## src/rtl/mem_req_arbiter.sv

```systemverilog
// ============================================================================
//  Module   : mem_req_arbiter
//  Purpose  : Round-robin front-end that keeps one memory transaction in
//             flight and routes its completion back to the requesting core.
//  Option   : MEM_ARB_TIMEOUT_EN adds a WAIT watchdog with error completion.
//  Revision : 1.0  initial release
// ============================================================================
`default_nettype none

module mem_req_arbiter #(
   parameter int NUM_PROCESSORS = 4,
   parameter int ADDR_W         = 14,
   parameter int DATA_SIZE      = 2,
   parameter int TIMEOUT_CYCLES = 64
) (
   input  logic                                  clk,
   input  logic                                  reset,
   input  logic [NUM_PROCESSORS-1:0]             proc_req_valid,
   input  logic [NUM_PROCESSORS-1:0]             proc_req_we,
   input  logic [NUM_PROCESSORS*ADDR_W-1:0]      proc_req_addr,
   input  logic [NUM_PROCESSORS*DATA_SIZE*8-1:0] proc_req_wdata,
   output logic [NUM_PROCESSORS-1:0]             proc_req_ready,
   output logic [NUM_PROCESSORS-1:0]             proc_resp_valid,
   output logic [DATA_SIZE*8-1:0]                proc_resp_data,
   output logic                                  proc_resp_err,
   output logic                                  mem_read_req,
   output logic                                  mem_write_req,
   output logic [ADDR_W-1:0]                     addr,
   output logic [DATA_SIZE*8-1:0]                mem_write_data,
   input  logic                                  mem_resp_valid,
   input  logic [DATA_SIZE*8-1:0]                mem_read_data,
   output logic                                  busy,
   output logic                                  spurious_resp
);

   localparam int DW    = DATA_SIZE * 8;
   localparam int PTR_W = $clog2(NUM_PROCESSORS);

   typedef enum logic [1:0] {
      S_IDLE  = 2'd0,
      S_ISSUE = 2'd1,
      S_WAIT  = 2'd2,
      S_RESP  = 2'd3
   } state_t;

   state_t              state_q, state_d;
   logic [PTR_W-1:0]    rr_ptr_q, rr_ptr_d;
   logic [PTR_W-1:0]    owner_q, owner_d;
   logic                we_q, we_d;
   logic [ADDR_W-1:0]   addr_q, addr_d;
   logic [DW-1:0]       wdata_q, wdata_d;
   logic [DW-1:0]       rdata_q, rdata_d;
   logic                spurious_q, spurious_d;

   logic                w_grant_found;
   logic [PTR_W-1:0]    w_grant_idx;
   logic [PTR_W-1:0]    w_scan;

`ifdef MEM_ARB_TIMEOUT_EN
   localparam int CNT_W = ($clog2(TIMEOUT_CYCLES + 1) > 8) ? $clog2(TIMEOUT_CYCLES + 1) : 8;
   logic [CNT_W-1:0]    cnt_q, cnt_d;
   logic                err_q, err_d;
`endif

   // First valid requester at or after rr_ptr, wrapping modulo N.
   always_comb begin
      w_grant_found = 1'b0;
      w_grant_idx   = '0;
      w_scan        = '0;
      for (int i = 0; i < NUM_PROCESSORS; i++) begin
         w_scan = PTR_W'((int'(rr_ptr_q) + i) % NUM_PROCESSORS);
         if (!w_grant_found && proc_req_valid[w_scan]) begin
            w_grant_found = 1'b1;
            w_grant_idx   = w_scan;
         end
      end
   end

   always_comb begin
      state_d    = state_q;
      rr_ptr_d   = rr_ptr_q;
      owner_d    = owner_q;
      we_d       = we_q;
      addr_d     = addr_q;
      wdata_d    = wdata_q;
      rdata_d    = rdata_q;
      spurious_d = spurious_q | (mem_resp_valid && (state_q != S_WAIT));
`ifdef MEM_ARB_TIMEOUT_EN
      cnt_d      = cnt_q;
      err_d      = err_q;
`endif
      case (state_q)
         S_IDLE: begin
            if (w_grant_found) begin
               owner_d  = w_grant_idx;
               we_d     = proc_req_we[w_grant_idx];
               addr_d   = proc_req_addr[w_grant_idx*ADDR_W +: ADDR_W];
               wdata_d  = proc_req_wdata[w_grant_idx*DW +: DW];
               rr_ptr_d = (w_grant_idx == PTR_W'(NUM_PROCESSORS - 1)) ? '0 : w_grant_idx + 1'b1;
               state_d  = S_ISSUE;
            end
         end
         S_ISSUE: begin
`ifdef MEM_ARB_TIMEOUT_EN
            cnt_d   = '0;
`endif
            state_d = S_WAIT;
         end
         S_WAIT: begin
            // A completion on the expiry cycle takes priority over the timeout.
            if (mem_resp_valid) begin
               rdata_d = we_q ? '0 : mem_read_data;
               state_d = S_RESP;
`ifdef MEM_ARB_TIMEOUT_EN
               err_d   = 1'b0;
            end else if (cnt_q == CNT_W'(TIMEOUT_CYCLES)) begin
               rdata_d = '0;
               err_d   = 1'b1;
               state_d = S_RESP;
            end else begin
               cnt_d   = cnt_q + 1'b1;
`endif
            end
         end
         default: state_d = S_IDLE;
      endcase
   end

   always_ff @(posedge clk) begin
      if (reset) begin
         state_q    <= S_IDLE;
         rr_ptr_q   <= '0;
         owner_q    <= '0;
         we_q       <= 1'b0;
         addr_q     <= '0;
         wdata_q    <= '0;
         rdata_q    <= '0;
         spurious_q <= 1'b0;
`ifdef MEM_ARB_TIMEOUT_EN
         cnt_q      <= '0;
         err_q      <= 1'b0;
`endif
      end else begin
         state_q    <= state_d;
         rr_ptr_q   <= rr_ptr_d;
         owner_q    <= owner_d;
         we_q       <= we_d;
         addr_q     <= addr_d;
         wdata_q    <= wdata_d;
         rdata_q    <= rdata_d;
         spurious_q <= spurious_d;
`ifdef MEM_ARB_TIMEOUT_EN
         cnt_q      <= cnt_d;
         err_q      <= err_d;
`endif
      end
   end

   always_comb begin
      proc_req_ready  = '0;
      proc_resp_valid = '0;
      proc_resp_data  = '0;
      proc_resp_err   = 1'b0;
      if (state_q == S_IDLE && w_grant_found) begin
         proc_req_ready[w_grant_idx] = 1'b1;
      end
      if (state_q == S_RESP) begin
         proc_resp_valid[owner_q] = 1'b1;
         proc_resp_data           = rdata_q;
`ifdef MEM_ARB_TIMEOUT_EN
         proc_resp_err            = err_q;
`endif
      end
   end

   assign mem_read_req   = (state_q == S_ISSUE) && !we_q;
   assign mem_write_req  = (state_q == S_ISSUE) && we_q;
   assign addr           = addr_q;
   assign mem_write_data = wdata_q;
   assign busy           = (state_q != S_IDLE);
   assign spurious_resp  = spurious_q;

endmodule

`default_nettype wire

```

## config.mk

```make
export PLATFORM = sky130hd
export DESIGN_NAME = mem_req_arbiter
export DESIGN_NICKNAME = d
export VERILOG_FILES = /design/src/rtl/mem_req_arbiter.sv
export SDC_FILE = /design/constraint.sdc
export NUM_CORES = 1
export LEC_CHECK = 0
export CORE_MARGIN = 2
export CORE_UTILIZATION = 36
export CTS_CLUSTER_SIZE = 14
export DETAILED_ROUTE_END_ITERATION = 6
export GPL_ROUTABILITY_DRIVEN = 0
export PLACE_DENSITY = 0.87
export SLEW_MARGIN = 20
export SYNTH_ARGS = -nofsm -noshare
export SYNTH_HDL_FRONTEND = slang
export SYNTH_SLANG_ARGS = --single-unit
```

## constraint.sdc

```tcl
create_clock -name clk -period 2.1 [get_ports clk]
set_input_delay 0.21 -clock clk [delete_from_list [all_inputs] [get_ports clk]]
set_output_delay 0.21 -clock clk [all_outputs]
set_load 0.05 [all_outputs]
```

==> qor.yml <==
avgSynthCellArea_um2: 9.01
critPathLaunchType: "input port"
rsz0062_at_grt: "true"
fin_crit_sh_pct: 98.3
fin_tns_setup_ns: 0
fin_crit_ns: 2.07
gr-usage-all-layers_pct: 21.1
cp-end-kind: "output port"
nets: 686
outcome: "completed"
ctsHoldBuffers: 0
r2r-end: "mem_write_data[4]"
layoutNonFillerInstCount: 640
yosys_warnings: 0
yosysTopAreaCell: "dfxtp_1"
synth_nets: 485
drt_wl_total_mm: 10.2
num_rows: 33
crit_slowest_cell: "clkdlybuf4s50_1"
die_area_um2: 9080
start_util_pct: 36.9
synth.ff_latch_count: 54
leakagePower_nw: 2.17
internal_power_mw: 3.41
power_density_nw_per_um2: 1170
hpwlAfterDp_mm: 8.19
path_class: "input port to output port"
path_clk_slew_ns: 0.09
cap_violations: 0
ctsLongestPathBuffers: 2
drtPass1Iterations: 4
place_inst: 629
layout-drive-gt1-share_pct: 12.1
synth_commonest_cells: "mux2i_1 (62), dfxtp_1 (54), nand2_1 (41)"
timing.fmax_mhz: 484
total_power_mw: 6.50
grt_pass1_wl_mm: 15.1
worstSetupEndpoint: "proc_req_ready[3]"
syn_to_final_growth_pct: 85.4
cts_tree: "yes"
hold_path_startpoint: "mem_write_data[5]"
die_x_um: 95.3
r2r_cells: 7
holdWs_ns: 0.474
overflow: 0
grt_pass1_vias: 3213
synthCells: 333
viasPerCell: 5.10
crit_chain: "clkdlybuf4s50_1 > nand2b_1 > nor2b_1 > o22a_4 > ha_1 > and2_1 > buf_12"
r2r-start: "rr_ptr_q[0]"
setup_ws_ns: 0.0347
slew_headroom_pct: 63.8
die_h_um: 95.3
syn_area_um2: 3000
drc: 0
finalClockSkew_ns: 0.0113
ys_types: 33
coreArea_um2: 8130
ant_nets: 0
post-place-ws_ns: -0.0232
wl_per_cell_um: 16.0
hold_viol: 0
clock-sinks: 54
antenna_cells: 0
synth_edf_count: 0
timing.critical_path.from: "proc_req_valid[0]"
p_seq_share_pct: 25.8
drt_iter0_drc: 93
sw_frac_of_total_pct: 47.5
grt_max_degree: 33
clkPwrFrac_pct: 9.2
ir_worst_vdd_mv: 0.891
synth_most_common_cell: "mux2i_1"
cp.arrival_ns: 1.86
worstPathMaxFanout: 7
max_stage_delay_ns: 0.55
worstMarginPinSlew_ns: 0.541
dr_total_vias: 3264
ys_seq_area_share_pct: 36.0
clock_latency_ns: 0.30
port_buffers: 204
root_buffer: "clkbuf_8"
rrSetupSlack_ns: 0.26
finalSetupViolations: 0
cts_buffers: 5
yosys.area.top_type_share_pct: 36.0
p_comb_share_pct: 65.0
synthFlopType: "dfxtp_1"
worst_ep_required_time_ns: 1.89
hold_class: "register to register"
htree_levels: 2
async_reset_ff_share_pct: 0
netlist_top_cells_area: "dfxtp_1 (36%), mux2i_1 (21%), o221ai_1 (9.1%)"
maxSlewViolCount: 0
antenna_found_initial: 0
switching_power_mw: 3.09
num_io_pins: 206
-- power groups by stage --
| stage | clock [mW] | combinational, mW | sequential, mW |
|---|---|---|---|
| finish | 0.601 | 4.22 | 1.68 |
| global route | 0.659 | 4.45 | 1.73 |
| CTS | 0.612 | 4.19 | 1.67 |
| detailed placement | 0 | 4.17 | 1.68 |
| global placement | 0 | 4.09 | 1.67 |
| floorplan | 0 | 1.74 | 2.61 |
-- timing repair --
item	in CTS	in global routing
resized for setup	0	9
setup endpoints to repair	0	4
setup buffers	0	3
-- metrics by stage --
stage / area (um^2) / util (%)
floorplan: 3010 / -
global placement: 5420 / 66.6
detailed placement: 5420 / 66.6
CTS: 5510 / 67.7
global route: 5560 / 68.3
finish: 5560 / 68.3
-- logic make-up (layout without fill, tap and decap cells) --
kind of cell             count (synthesis)  count (layout)  share of synthesized area, %
AO/OA/AOI/OAI                           62              62                          15.1
other                                    1               1                         0.125
buffers and inverters                   35             237                          7.01
multiplexers                            62              62                          20.7
flip-flops                              54              54                          36.0
adder cells (fa/ha/maj)                  5               5                          2.09
AND/OR/NAND/NOR                        114             114                          19.0
-- layer usage --
metal  GRT usage, %  share of wire, %  vias to the layer above
met4           5.19               1.7                        0
met3           5.22               6.6                       14
met5              0                 0                        -
met2           39.6                53                      139
met1           23.8                39                     1521
li1               -                 -                     1590
-- worst max-delay path: cells and delay by family --
kind | cells | cell delay [ns]
AOI/OAI and AO/OA | 1 | 0.26
adders and majority gates | 1 | 0.22
buffers and inverters | 2 | 0.70
and+or+nand+nor | 3 | 0.45
-- final cells by class --
| type | count | area (um^2) |
|---|---|---|
| clock inverters | 1 | 5.00 |
| well taps | 105 | 131 |
| repair buffers | 223 | 2470 |
| multi-input cells | 244 | 1760 |
| clock buffers | 7 | 86.3 |
| inverters | 6 | 22.5 |
| flip-flops and latches | 54 | 1080 |
| fillers | 617 | 2570 |
-- state kept, by name, summed over array words and instances, names as in the netlist --
register	flops
addr	14
mem_write_data	16
owner_q	2
rdata_q	16
rr_ptr_q	2
spurious_resp	1
state_q	2
we_q	1
-- placed cells by master, fill, tap and decap left out --
| cell | count |
|---|---|
| conb_1 | 1 |
| nor3b_2 | 2 |
| a221oi_2 | 1 |
| o22ai_1 | 1 |
| clkinv_2 | 1 |
| a21oi_2 | 1 |
| and3b_1 | 1 |
| a211oi_1 | 1 |
| nor4_2 | 1 |
| o22a_4 | 1 |
| ha_1 | 5 |
| nor3b_1 | 16 |
| a211oi_2 | 1 |
| buf_4 | 17 |
| inv_1 | 6 |
| dfxtp_2 | 2 |
| dfxtp_1 | 52 |
| clkdlybuf4s50_1 | 176 |
| nor2_1 | 23 |
| clkbuf_1 | 1 |
| clkbuf_8 | 6 |
| a21o_1 | 1 |
| dlymetal6s2s_1 | 2 |
| or3_1 | 1 |
| o221ai_1 | 31 |
| and3_1 | 1 |
| nor2_2 | 3 |
| a2bb2oi_1 | 1 |
| nor2b_1 | 2 |
| a21oi_1 | 23 |
| and2_1 | 18 |
| buf_12 | 28 |
| nand2b_1 | 4 |
| nand2_1 | 41 |
| nor3_2 | 1 |
| mux2i_1 | 62 |
-- worst min-delay path by stage --
stage,endpoint,slack (ns),depth (start not counted)
6_report,mem_write_data[5],0.47,2
3_5_place_dp,addr[9],0.45,2
3_3_place_gp,addr[12],0.44,2
5_1_grt,rdata_q[1],0.51,2
4_1_cts,mem_write_data[5],0.47,2
2_1_floorplan,spurious_resp,0.35,2
Power figures use the tool's default switching activity.
